$ cat src/rtl/spi_cmd_master_pkg.sv
// Shared definitions for the synth command SPI master: command codes,
// frame layout helpers and the frame FSM state encoding.
package spi_cmd_master_pkg;

  localparam logic [7:0] CMD_FREQ1 = 8'h01;
  localparam logic [7:0] CMD_ENV1  = 8'h02;
  localparam logic [7:0] CMD_FREQ2 = 8'h03;
  localparam logic [7:0] CMD_ENV2  = 8'h04;

  typedef enum logic [2:0] {
    StIdle,
    StSetup,
    StShift,
    StGap,
    StHold,
    StCooldown
  } state_e;

  // Number of bytes on the wire for a command; 0 marks an unsupported code.
  function automatic logic [1:0] frame_bytes(input logic [7:0] code);
    logic [1:0] n;
    case (code)
      CMD_FREQ1, CMD_FREQ2: n = 2'd3;
      CMD_ENV1, CMD_ENV2:   n = 2'd2;
      default:              n = 2'd0;
    endcase
    return n;
  endfunction

  // Byte at position idx of the frame; byte 0 is always the command code.
  function automatic logic [7:0] frame_byte(input logic [7:0]  code,
                                            input logic [15:0] data,
                                            input logic [1:0]  idx);
    logic [7:0] b;
    case (idx)
      2'd0:    b = code;
      2'd1:    b = (frame_bytes(code) == 2'd3) ? data[15:8] : data[7:0];
      default: b = data[7:0];
    endcase
    return b;
  endfunction

endpackage

$ cat src/rtl/spi_byte_shifter.sv
// Mode-0 SPI byte engine: clock divider plus MSB-first mosi / miso shifting.
// load_i presents a byte on mosi ahead of start_i; done_o is high during the
// last clk cycle of the byte so a controller can chain without dead cycles.
module spi_byte_shifter #(
  parameter int unsigned ClkDiv = 4
) (
  input  logic       clk_i,
  input  logic       rst_ni,
  input  logic       load_i,
  input  logic [7:0] data_i,
  input  logic       start_i,
  input  logic       miso_i,
  output logic       sclk_o,
  output logic       mosi_o,
  output logic       done_o,
  output logic [7:0] rx_o
);

  localparam int unsigned DivW = (ClkDiv > 1) ? $clog2(ClkDiv) : 1;
  localparam logic [DivW-1:0] DivLast = DivW'(ClkDiv - 1);

  logic            active_q;
  logic            sclk_q;
  logic [DivW-1:0] div_q;
  logic [2:0]      bit_q;
  logic [7:0]      tx_q;
  logic [7:0]      rx_q;
  logic            phase_end;

  assign phase_end = active_q && (div_q == DivLast);
  assign done_o    = phase_end && sclk_q && (bit_q == 3'd7);
  assign sclk_o    = sclk_q;
  assign mosi_o    = tx_q[7];
  assign rx_o      = rx_q;

  // Half-period divider, sclk generation and data shifting.
  always_ff @(posedge clk_i) begin
    if (!rst_ni) begin
      active_q <= 1'b0;
      sclk_q   <= 1'b0;
      div_q    <= '0;
      bit_q    <= 3'd0;
      tx_q     <= 8'h00;
      rx_q     <= 8'h00;
    end else begin
      if (start_i && !active_q) begin
        active_q <= 1'b1;
        sclk_q   <= 1'b0;
        div_q    <= '0;
        bit_q    <= 3'd0;
      end else if (active_q) begin
        if (phase_end) begin
          div_q  <= '0;
          sclk_q <= ~sclk_q;
          if (!sclk_q) begin
            rx_q <= {rx_q[6:0], miso_i};
          end else begin
            tx_q <= {tx_q[6:0], 1'b0};
            if (bit_q == 3'd7) begin
              active_q <= 1'b0;
            end else begin
              bit_q <= bit_q + 3'd1;
            end
          end
        end else begin
          div_q <= div_q + DivW'(1);
        end
      end
      // A load on the final falling edge replaces the drained shift data.
      if (load_i) begin
        tx_q <= data_i;
      end
    end
  end

endmodule

$ cat src/rtl/spi_cmd_master.sv
// Frame-level SPI master for dds control commands: accepts a command,
// frames it with nss set-up / inter-byte gap / hold timing and reports the
// miso byte seen during the final byte.
module spi_cmd_master
  import spi_cmd_master_pkg::*;
#(
  parameter int unsigned CLK_DIV    = 4,
  parameter int unsigned CS_SETUP   = 4,
  parameter int unsigned GAP_CYCLES = 16
) (
  input  logic        clk,
  input  logic        nreset,
  input  logic        cmd_valid,
  output logic        cmd_ready,
  input  logic [7:0]  cmd_code,
  input  logic [15:0] cmd_data,
  output logic        busy,
  output logic        done,
  output logic        err,
  output logic [7:0]  rx_byte,
  output logic        spi_sclk,
  output logic        spi_mosi,
  output logic        spi_nss,
  input  logic        spi_miso
);

  localparam int unsigned Max1   = (CLK_DIV > CS_SETUP) ? CLK_DIV : CS_SETUP;
  localparam int unsigned DlyMax = (Max1 > GAP_CYCLES) ? Max1 : GAP_CYCLES;
  localparam int unsigned DlyW   = (DlyMax > 1) ? $clog2(DlyMax) : 1;
  localparam logic [DlyW-1:0] SetupLast = DlyW'(CS_SETUP - 1);
  localparam logic [DlyW-1:0] GapLast   = DlyW'(GAP_CYCLES - 1);

  state_e          state_q;
  logic [DlyW-1:0] dly_q;
  logic [1:0]      idx_q;
  logic [1:0]      nbytes_q;
  logic [7:0]      code_q;
  logic [15:0]     data_q;
  logic            nss_q;
  logic            ready_q;
  logic            busy_q;
  logic            done_q;
  logic            err_q;
  logic [7:0]      rx_q;

  logic            accept;
  logic [1:0]      cmd_nbytes;
  logic            more_bytes;
  logic            shf_load;
  logic [7:0]      shf_data;
  logic            shf_start;
  logic            shf_done;
  logic [7:0]      shf_rx;

  assign accept     = cmd_valid && ready_q;
  assign cmd_nbytes = frame_bytes(cmd_code);
  assign more_bytes = (idx_q + 2'd1) != nbytes_q;

  // Shifter control: preload byte 0 on accept, the next byte as a byte ends,
  // and start shifting on the final cycle of SETUP or GAP.
  always_comb begin
    shf_load  = 1'b0;
    shf_data  = 8'h00;
    shf_start = 1'b0;
    if (state_q == StIdle && accept && cmd_nbytes != 2'd0) begin
      shf_load = 1'b1;
      shf_data = cmd_code;
    end else if (state_q == StShift && shf_done && more_bytes) begin
      shf_load = 1'b1;
      shf_data = frame_byte(code_q, data_q, idx_q + 2'd1);
    end
    if ((state_q == StSetup && dly_q == SetupLast) || (state_q == StGap && dly_q == GapLast)) begin
      shf_start = 1'b1;
    end
  end

  spi_byte_shifter #(
    .ClkDiv (CLK_DIV)
  ) u_shifter (
    .clk_i   (clk),
    .rst_ni  (nreset),
    .load_i  (shf_load),
    .data_i  (shf_data),
    .start_i (shf_start),
    .miso_i  (spi_miso),
    .sclk_o  (spi_sclk),
    .mosi_o  (spi_mosi),
    .done_o  (shf_done),
    .rx_o    (shf_rx)
  );

  // Frame FSM with registered handshake, status and chip-select outputs.
  always_ff @(posedge clk) begin
    if (!nreset) begin
      state_q  <= StIdle;
      dly_q    <= '0;
      idx_q    <= 2'd0;
      nbytes_q <= 2'd0;
      code_q   <= 8'h00;
      data_q   <= 16'h0000;
      nss_q    <= 1'b1;
      ready_q  <= 1'b1;
      busy_q   <= 1'b0;
      done_q   <= 1'b0;
      err_q    <= 1'b0;
      rx_q     <= 8'h00;
    end else begin
      done_q <= 1'b0;
      err_q  <= 1'b0;
      unique case (state_q)
        StIdle: begin
          if (accept) begin
            code_q   <= cmd_code;
            data_q   <= cmd_data;
            nbytes_q <= cmd_nbytes;
            idx_q    <= 2'd0;
            dly_q    <= '0;
            if (cmd_nbytes == 2'd0) begin
              err_q <= 1'b1;
            end else begin
              state_q <= StSetup;
              nss_q   <= 1'b0;
              ready_q <= 1'b0;
              busy_q  <= 1'b1;
            end
          end
        end
        StSetup: begin
          if (dly_q == SetupLast) begin
            state_q <= StShift;
            dly_q   <= '0;
          end else begin
            dly_q <= dly_q + DlyW'(1);
          end
        end
        StShift: begin
          if (shf_done) begin
            dly_q <= '0;
            if (more_bytes) begin
              idx_q   <= idx_q + 2'd1;
              state_q <= StGap;
            end else begin
              state_q <= StHold;
            end
          end
        end
        StGap: begin
          if (dly_q == GapLast) begin
            state_q <= StShift;
            dly_q   <= '0;
          end else begin
            dly_q <= dly_q + DlyW'(1);
          end
        end
        StHold: begin
          if (dly_q == SetupLast) begin
            nss_q   <= 1'b1;
            rx_q    <= shf_rx;
            state_q <= StCooldown;
            dly_q   <= '0;
          end else begin
            dly_q <= dly_q + DlyW'(1);
          end
        end
        StCooldown: begin
          // done follows the nss rise by one cycle.
          if (dly_q == '0) begin
            done_q <= 1'b1;
          end
          if (dly_q == GapLast) begin
            state_q <= StIdle;
            ready_q <= 1'b1;
            busy_q  <= 1'b0;
            dly_q   <= '0;
          end else begin
            dly_q <= dly_q + DlyW'(1);
          end
        end
        default: begin
          state_q <= StIdle;
        end
      endcase
    end
  end

  assign cmd_ready = ready_q;
  assign busy      = busy_q;
  assign done      = done_q;
  assign err       = err_q;
  assign rx_byte   = rx_q;
  assign spi_nss   = nss_q;

endmodule

$ cat config.mk
export PLATFORM = sky130hd
export DESIGN_NAME = spi_cmd_master
export DESIGN_NICKNAME = d
export VERILOG_FILES = /design/src/rtl/spi_cmd_master_pkg.sv /design/src/rtl/spi_byte_shifter.sv /design/src/rtl/spi_cmd_master.sv
export SDC_FILE = /design/constraint.sdc
export NUM_CORES = 1
export LEC_CHECK = 0
export CAP_MARGIN = 15
export CORE_ASPECT_RATIO = 0.7
export CORE_UTILIZATION = 35
export DETAILED_ROUTE_END_ITERATION = 10
export PLACE_DENSITY = 0.58
export SYNTH_ARGS = -nofsm -noshare
export SYNTH_HDL_FRONTEND = slang
export SYNTH_SLANG_ARGS = --single-unit
$ cat constraint.sdc
create_clock -name clk -period 1.82 [get_ports clk]
set_clock_uncertainty 0.15 [all_clocks]
set_input_delay 0.364 -clock clk [delete_from_list [all_inputs] [get_ports clk]]
set_output_delay 0.364 -clock clk [all_outputs]
set_load 0.01 [all_outputs]
Word-level counts from Yosys, hierarchy flattened

Cells that the tools add are included.

Word-level logic and storage cells: 153
Output and inout bits: 15
Bits in read-only memories: 0
Bits in latches: 0
RAM bits: 0
Register bits after elaboration: 71
Memories: 0

$mul: 0
Divide/modulo/power cells: 0
Reductions and logical operators: 45
$add $sub $neg: 4
Multiplexer cells: 53
Bitwise operators: 4
Magnitude comparators: 0
Equality and inequality tests: 29
Shift-type cells: 0

Operators with widths:

| kind                                          | count |
|---|---|
| 2-to-1 mux 8 bit                              | 8 |
| == test 8 x 2 -> 1 bit, second input constant | 4 |
| 2-to-1 mux 3 bit                              | 8 |
| AND reduction 4 bit                           | 6 |
| one-hot mux 3 bit (6 select lines)            | 1 |
| 2-to-1 mux 1 bit                              | 17 |
| == test 8 x 1 -> 1 bit, second input constant | 2 |
| == test 8 x 3 -> 1 bit, second input constant | 2 |
| 2-to-1 mux 4 bit                              | 4 |
| one-hot mux 4 bit (4 select lines)            | 1 |
| one-hot mux 8 bit (2 select lines)            | 1 |
| 2-to-1 mux 2 bit                              | 7 |
| inequality test 2 bit, second input constant  | 7 |
| nonzero test 2 bit                            | 7 |
| OR reduction 2 bit                            | 7 |
| one-hot mux 2 bit (2 select lines)            | 3 |
| logical AND 1 bit                             | 11 |
| == test 3 bit, second input constant          | 3 |
| AND reduction 2 bit                           | 4 |
| AND reduction 7 bit                           | 1 |
| == test 3 x 2 -> 1 bit, second input constant | 2 |
| one-hot mux 1 bit (2 select lines)            | 3 |
| AND reduction 3 bit                           | 2 |
| adder 2 x 1 -> 2 bit, second input constant   | 2 |
| 16 further kinds                              | 22 |

Logic depth before layout (Yosys ltp)

Gate-level depths: netlist (run 1).

Depth in word-level cells: 14
Gate-level depth with buffers: 8

Modules after synthesis

Synthesis (run 1) repeated with hierarchy kept, for this count alone.

Cells, all modules: 379
Area total of the unflattened synthesis: 3261.9 um^2

Modules (own cells, without submodules):

| module           | instances | cells an instance | area each (um^2) | seq. area each (um^2) |
|---|---|---|---|---|
| spi_cmd_master   | 1         | 277               | 2294.7           | 960.9 |
| spi_byte_shifter | 1         | 102               | 967.2            | 460.4 |

Worst setup path after synthesis (run 1)

No wires, ideal clock.

Path kind: flip-flop to flip-flop
From: reg idx_q[0]
To: reg u_shifter.tx_q[2]
Data arrival time: 1.730 ns
Stages on the path, launching flop included: 8
Path slack: -0.193 ns
Cells stage by stage: dfxtp_1 inv_1 ha_1 clkbuf_1 nor4b_1 a21oi_1 a221oi_1 o22ai_1

Word-level cells in the longest chain between the ends: 7

Ends and longest elaborated chain:

| item                                                                         | line                                       | RTL |
|---|---|---|
| start, declared                                                              | spi_cmd_master.sv:35                       | `logic [1:0] idx_q;` |
| start signal, assigned                                                       | spi_cmd_master.sv:140                      | `idx_q <= idx_q + 2'd1;` |
| adder 2 x 1 -> 2 bit *                                                       | spi_cmd_master.sv:57, spi_cmd_master.sv:70 |  |
| inequality test 2 bit                                                        | spi_cmd_master.sv:57                       | `assign more_bytes = (idx_q + 2'd1) != nbytes_q;` |
| logical AND 1 bit                                                            | spi_cmd_master.sv:68                       | `end else if (state_q == StShift && shf_done && more_bytes) begin` |
| 2-to-1 mux 1 bit                                                             | spi_cmd_master.sv:68                       |  |
| 2-to-1 mux 1 bit                                                             | spi_cmd_master.sv:65                       | `if (state_q == StIdle && accept && cmd_nbytes != 2'd0) begin` |
| inequality test 2 bit (no source line) or nonzero test 2 bit (tied branches) | -                                          |  |
| AND reduction 4 bit (no source line)                                         | -                                          |  |
| end signal, assigned                                                         | spi_byte_shifter.sv:58                     | `tx_q <= {tx_q[6:0], 1'b0};` |
| end signal, assigned                                                         | spi_byte_shifter.sv:71                     | `tx_q <= data_i;` |
| end, declared                                                                | spi_byte_shifter.sv:26                     | `logic [7:0] tx_q;` |

Mark *: on every way between the ends. The rest lies on a longest branch, timed or not.
A chain may end at the register's enable or synchronous reset.

Final worst setup path (run 1)

From: reg idx_q[1]
To: reg u_shifter.tx_q[7]

Same word-level chain as after synthesis.

==> results of run 1 <==
[timing repair]
item / in CTS / in global routing
setup endpoints to repair: 31 / 30
buffers inserted: 5 / 10
gates resized for setup: 44 / 31
pin swaps: 20 / 18
gates cloned: 1 / 2
[kinds of logic (layout without fill, tap and decap cells)]
group / count (synthesis) / after routing / synth area share (%)
DFF: 71 / 71 / 43.5
adders and majority gates: 7 / 7 / 2.68
AOI/OAI and AO/OA: 107 / 107 / 20.8
xor gates and xnor gates: 3 / 3 / 0.805
buffers and inverters: 34 / 132 / 5.71
muxes: 10 / 10 / 3.10
and+or+nand+nor: 158 / 159 / 23.4
[area by class of cell]
class,count,share of cell area [%]
Clock buffer,11,5.00
Clock inverter,5,1.19
Inverter,9,0.696
Multi-Input combinational cell,286,40.3
Sequential cell,71,29.5
Tap cell,124,3.20
Timing Repair Buffer,107,20.1
[how the worst min path moves through the flow]
stage	end	cells past startpoint	start
after floorplan	data_q[8]	2	data_q[8]
after global placement	code_q[1]	2	code_q[1]
after detailed placement	data_q[4]	2	data_q[4]
after CTS	data_q[12]	2	data_q[12]
after global routing	data_q[12]	2	data_q[12]
final	data_q[12]	2	data_q[12]
[per-stage QoR]
step                worst slack (ps)  hold WS [ps]
finish                         -66.4           310
global route                    -136           332
floorplan                       5.13           282
CTS                            -69.9           315
detailed placement              -476           303
global placement                -412           295
[report_power, final]
part	internal, mW	switching (mW)	total (mW)
registers	1.59	0.0310	1.62
logic	0.148	0.130	0.277
clock network	1.10	0.657	1.75
[registers in the layout, summed over array words and instances, names as in the netlist]
name                count
u_shifter.div_q         2
code_q                  8
busy                    1
cmd_ready               1
u_shifter.tx_q          8
nbytes_q                2
idx_q                   2
u_shifter.sclk_o        1
done                    1
u_shifter.rx_o          8
rx_byte                 8
state_q                 3
u_shifter.bit_q         3
spi_nss                 1
data_q                 16
dly_q                   4
u_shifter.active_q      1
err                     1
[per-layer routing]
layer | wire length, um | part of all wire (%)
met2 | 3920 | 43
met5 | 0 | 0
met4 | 129 | 1.4
met1 | 4530 | 50
met3 | 488 | 5.4
[cell usage after synthesis, types with 5 or more instances]
| library cell | instances | share of area (%) |
|---|---|---|
| sky130_fd_sc_hd__mux2i_1 | 9 | 2.8 |
| sky130_fd_sc_hd__nor2_1 | 24 | 2.8 |
| sky130_fd_sc_hd__nand2_1 | 86 | 9.9 |
| sky130_fd_sc_hd__inv_1 | 8 | 0.92 |
| sky130_fd_sc_hd__a21oi_1 | 51 | 7.8 |
| sky130_fd_sc_hd__clkbuf_1 | 14 | 1.6 |
| sky130_fd_sc_hd__o21ai_0 | 17 | 2.6 |
| sky130_fd_sc_hd__a22oi_1 | 5 | 1.1 |
| sky130_fd_sc_hd__ha_1 | 7 | 2.7 |
| sky130_fd_sc_hd__nor3_1 | 9 | 1.4 |
| sky130_fd_sc_hd__nand3_1 | 7 | 1.1 |
| sky130_fd_sc_hd__dfxtp_1 | 71 | 44 |
[worst register-to-register path, delay by kind of cell, from the launching register on]
family                   cells  cell delay (ps)
adder cells (fa/ha/maj)      1              260
flip-flops                   1              340
buffers and inverters        2              190
AO/OA/AOI/OAI                3              410
AND/OR/NAND/NOR              2              440
==> impl_metrics.env, run 1 <==
export IMPL_routed_wirelength_mm=9.06
export IMPL_detail_route_antenna_nets=0
export IMPL_avgSynthCellArea_um2=8.37
export IMPL_peakVddDrop_mv=0.444
export IMPL_total_inserted_antenna_cells=0
export IMPL_cp_max_stage_delay_ps=340
export IMPL_timing_critical_path_max_delay_family="simple AND/OR/NAND/NOR gates"
export IMPL_drc=0
export IMPL_vias_in_the_first_global_route=2886
export IMPL_areaGrowthSynthToFinish_pct=48.6
export IMPL_top_usage_layer="met2"
export IMPL_globalRouteMet1Util_pct=26.4
export IMPL_grt_remaining_overflow=0
export IMPL_drt_first_pass_iters=5
export IMPL_cp_startpoint="idx_q[1]"
export IMPL_io_pin_count=43
export IMPL_rsz_0062_raised_after_global_routing="yes"
export IMPL_cts_tree="yes"
export IMPL_timing_final_ws_setup_ps=-66.4
export IMPL_worstPathMaxFanout=7
export IMPL_worst_path_max_delay_cell="sky130_fd_sc_hd__dfxtp_2"
export IMPL_placedInstanceArea_um2=4130
export IMPL_finalNonFillerCells=613
export IMPL_globalRouteMet2Util_pct=27.1
export IMPL_vias=3109
export IMPL_syn_warnings=0
export IMPL_fraction_of_the_yosys_area_taken_by_sequential_cells_pct=43.5
export IMPL_fin_crit_sh_pct=104
export IMPL_timing_final_max_slew_violations=0
export IMPL_fin_area_um2=4850
export IMPL_failed_checks="setup timing"
export IMPL_seq_area_um2=1430
export IMPL_total_count_of_hold_check_failures_in_the_final_report=0
export IMPL_worst_ep_arrival_time_ps=1960
export IMPL_slew_headroom_pct=74.3
export IMPL_worstSetupEndpointType="flip-flop"
export IMPL_leakage_nw=1.92
export IMPL_postSynth_asyncResetShare_pct=0
export IMPL_clock_insertion_delay_worst_skew_ps=340
export IMPL_filler_cell_count=858
export IMPL_ys_seq_elements=71
export IMPL_worstHoldPathType="flip-flop to flip-flop"
export IMPL_worst_r2r_endpoint="u_shifter.tx_q[7]"
export IMPL_gate_count_of_the_mapped_netlist=390
export IMPL_synth_area_um2=3260
export IMPL_max_freq_mhz=530
export IMPL_start_util_pct=36.0
export IMPL_fin_total_pwr_mw=3.65
export IMPL_termination_of_the_worst_setup_path="u_shifter.tx_q[7]"
export IMPL_critical_path_reg2reg_startpoint="idx_q[1]"
export IMPL_finalSetupTns_ps=-561
export IMPL_io_buffer_count=42
export IMPL_timing_final_crit_period_ps=1890
export IMPL_multi_input_area_um2=1960
export IMPL_chipWidth_um=117
export IMPL_grt_start_max_net_pins=30
export IMPL_worst_ep_required_time_ps=1900
export IMPL_core_um2=9070
export IMPL_max_cap_violations=0
export IMPL_grt_use_total_pct=18.8
export IMPL_synth_distinct_cells=59
export IMPL_die_height_um=82.8
export IMPL_wl_per_cell_um=14.8
export IMPL_most_common_layout_cells="sky130_fd_sc_hd__nand2_1, sky130_fd_sc_hd__dfxtp_1, sky130_fd_sc_hd__buf_4"
export IMPL_floorplan_die_area_um2=9720
export IMPL_synth_fp_nets=425
export IMPL_grt_pass1_wl_mm=14.3
export IMPL_post_synth_edffs=0
export IMPL_antenna_violations_before_repair=0
export IMPL_place_detailed_instances=580
export IMPL_worst_setup_path_type="flip-flop to flip-flop"
export IMPL_final_stage_net_count=519
export IMPL_critical_path_n_buffers_inverters=2
export IMPL_worst_setup_hold_path_clk_slew_ps=60
export IMPL_run_status="finished with violations"
export IMPL_reg2reg_depth=8
export IMPL_gp_routability_congestion=0.824
export IMPL_pwr_dens_nw_per_um2=752
export IMPL_clock_tree_root_cell="sky130_fd_sc_hd__clkbuf_16"
export IMPL_finalSetupViolations=16
export IMPL_tightest_slew_ps=384
export IMPL_drt_vias_per_instance=5.07
export IMPL_ys_dominant_reg_cell="sky130_fd_sc_hd__dfxtp_1"
export IMPL_startpoint_type="flip-flop"
export IMPL_critical_path_depth=8
export IMPL_clock_sinks=71
export IMPL_hold_buffers=0
export IMPL_cts_buffers=9
export IMPL_layout_drive_gt1_share_pct=28.4
export IMPL_final_core_utilization_pct=53.5
export IMPL_reg2reg_setup_slack_ps=-70
export IMPL_layout_cells_most_common="sky130_fd_sc_hd__nand2_1"
export IMPL_post_dp_hpwl_mm=6.01
export IMPL_cts_max_level=3
export IMPL_initialDrtViolationCount=241
export IMPL_clk_path_buf_depth=2
export IMPL_cp_cell_sequence="inv_2, ha_4, buf_8, nor4b_4, a21oi_4, a21oi_2, o21ai_1, and4b_1"
export IMPL_std_cell_rows=29
export IMPL_groute_layer_met3_usage_pct=5.43
Note: power is estimated with default switching activity, not from simulation.
==> run 2, diff against run 1 <==
--- a/config.mk
+++ b/config.mk
@@ -9,7 +9,8 @@
 export CORE_ASPECT_RATIO = 0.7
 export CORE_UTILIZATION = 35
 export DETAILED_ROUTE_END_ITERATION = 10
-export PLACE_DENSITY = 0.58
+export DONT_BUFFER_PORTS = 1
+export PLACE_DENSITY = 0.5
 export SYNTH_ARGS = -nofsm -noshare
 export SYNTH_HDL_FRONTEND = slang
 export SYNTH_SLANG_ARGS = --single-unit
==> constraint.sdc (replaced) <==
create_clock -name clk -period 2.1 [get_ports clk]
set_clock_uncertainty 0.15 [all_clocks]
set_input_delay 0.42 -clock clk [delete_from_list [all_inputs] [get_ports clk]]
set_output_delay 0.42 -clock clk [all_outputs]
set_load 0.01 [all_outputs]
==> run 2 against run 1 <==
Effect of this change: the flow now finishes without violations; non-clock buffer count shrank 79; sequential cell count stayed put; largest power group unchanged; hold slack got worse by 300 ps; via count shrank 9.7%; sequential share of layout area grew 7.4 points; clock power decreased by 14%.
==> impl_metrics.env, run 2 (synthesis gave the netlist of run 1 again) <==
export IMPL_run_status="finished clean"
export IMPL_post_dp_hpwl_mm=5.74
export IMPL_timing_final_crit_period_ps=1980
export IMPL_final_stage_net_count=439
export IMPL_timing_final_max_slew_violations=0
export IMPL_wl_per_cell_um=15.6
export IMPL_layout_cells_most_common="sky130_fd_sc_hd__nand2_1"
export IMPL_io_buffer_count=0
export IMPL_fin_area_um2=3850
export IMPL_placedInstanceArea_um2=3480
export IMPL_worstHoldPathType="input pin to flip-flop"
export IMPL_detail_route_antenna_nets=0
export IMPL_worstSetupEndpointType="flip-flop"
export IMPL_registers_top_by_ff_count="data_q"
export IMPL_worst_setup_path_type="flip-flop to flip-flop"
export IMPL_gp_routability_congestion=0.786
export IMPL_clk_path_buf_depth=2
export IMPL_chipWidth_um=117
export IMPL_layout_drive_gt1_share_pct=15.6
export IMPL_grt_use_total_pct=17.5
export IMPL_worstPathMaxFanout=6
export IMPL_total_count_of_hold_check_failures_in_the_final_report=0
export IMPL_worst_ep_required_time_ps=2170
export IMPL_worst_ep_arrival_time_ps=2050
export IMPL_cts_tree="yes"
export IMPL_clock_sinks=71
export IMPL_initialDrtViolationCount=153
export IMPL_routed_wirelength_mm=8.31
export IMPL_clock_insertion_delay_worst_skew_ps=330
export IMPL_std_cell_rows=29
export IMPL_rsz_0062_raised_after_global_routing="yes"
export IMPL_fin_crit_sh_pct=94.2
export IMPL_filler_cell_count=942
export IMPL_vias_in_the_first_global_route=2566
export IMPL_max_freq_mhz=505
export IMPL_cts_max_level=3
export IMPL_clock_tree_root_cell="sky130_fd_sc_hd__clkbuf_16"
export IMPL_drt_first_pass_iters=4
export IMPL_floorplan_die_area_um2=9720
export IMPL_antenna_violations_before_repair=0
export IMPL_startpoint_type="flip-flop"
export IMPL_core_um2=9070
export IMPL_areaGrowthSynthToFinish_pct=18.0
export IMPL_io_pin_count=43
export IMPL_drt_vias_per_instance=5.26
export IMPL_grt_pass1_wl_mm=13.4
export IMPL_vias=2806
export IMPL_most_common_layout_cells="sky130_fd_sc_hd__nand2_1, sky130_fd_sc_hd__dfxtp_1, sky130_fd_sc_hd__a21oi_1"
export IMPL_grt_remaining_overflow=0
export IMPL_worst_setup_hold_path_clk_slew_ps=60
export IMPL_tightest_slew_ps=506
export IMPL_start_util_pct=36.0
export IMPL_max_cap_violations=0
export IMPL_leakage_nw=1.49
export IMPL_slew_headroom_pct=66.2
export IMPL_die_height_um=82.8
export IMPL_peakVddDrop_mv=0.417
export IMPL_timing_final_ws_setup_ps=121
export IMPL_grt_start_max_net_pins=33
export IMPL_pwr_dens_nw_per_um2=787
export IMPL_drc=0
export IMPL_total_inserted_antenna_cells=0
export IMPL_hold_slack_ps=13.6
export IMPL_finalSetupViolations=0
export IMPL_cts_buffers=9
export IMPL_largest_register_ffs=16
export IMPL_worst_setup_slack_after_placement_ps=-23.9
run 2: routing by layer:
| layer | vias up | global-route usage [%] | share of wire [%] |
|---|---|---|---|
| met5 | - | 0 | 0 |
| met4 | 0 | 5.31 | 0.94 |
| met3 | 8 | 4.53 | 3.5 |
| met2 | 41 | 23.8 | 42 |
| met1 | 1347 | 26.5 | 54 |
| li1 | 1410 | - | - |
run 2: critical path, stage by stage (launching register included):
cell	delay [ps]
sky130_fd_sc_hd__dfxtp_1	350
sky130_fd_sc_hd__inv_1	80
sky130_fd_sc_hd__ha_4	280
sky130_fd_sc_hd__xor2_2	210
sky130_fd_sc_hd__o2111ai_2	190
sky130_fd_sc_hd__buf_4	200
sky130_fd_sc_hd__a21oi_2	110
sky130_fd_sc_hd__o21ai_0	120
sky130_fd_sc_hd__and4b_1	180
run 2: timing repair:
| action | 4_1_cts | 5_1_grt |
|---|---|---|
| pin swaps | 0 | 2 |
| hold endpoints to repair | 1 | 0 |
| hold buffers | 1 | 0 |
| setup endpoints to repair | 1 | 20 |
| gates resized for setup | 2 | 12 |
| cloned | 0 | 1 |
| buffers inserted | 0 | 1 |
run 2: report_power, final:
group          internal, mW  switching [mW]  leakage [nW]
combinational        0.0493          0.0740         0.764
clock                 0.946           0.557         0.146
sequential             1.38          0.0267         0.577
run 2: through the flow:
stage	power (mW)	instances	util, %	setup TNS (ps)
2_1_floorplan	1.52	390	-	0
3_3_place_gp	1.55	514	38.4	0
3_5_place_dp	1.55	514	38.4	-23.9
4_1_cts	3.07	531	41.8	0
5_1_grt	3.14	533	42.5	-14.6
6_report	3.03	533	42.5	0
run 2: layout make-up:
cell class              instances  area, um^2  share of cell area (%)
multi-input cells             285        1710                    44.5
flip-flops and latches         71        1420                    36.9
clock buffers                  12         246                    6.40
repair buffers                 28         235                    6.11
well taps                     124         155                    4.03
clock inverters                 4        45.0                    1.17
inverters                       9        33.8                   0.877
run 2: final timing paths:
kind	end	from	slack, ps	depth (start not counted)
worst min-delay path	spi_nss	nreset	10	1
worst max-delay path	u_shifter.tx_q[7]	idx_q[1]	120	8
worst max register to register	u_shifter.tx_q[7]	idx_q[1]	120	8
worst min register to register	data_q[9]	data_q[9]	310	2
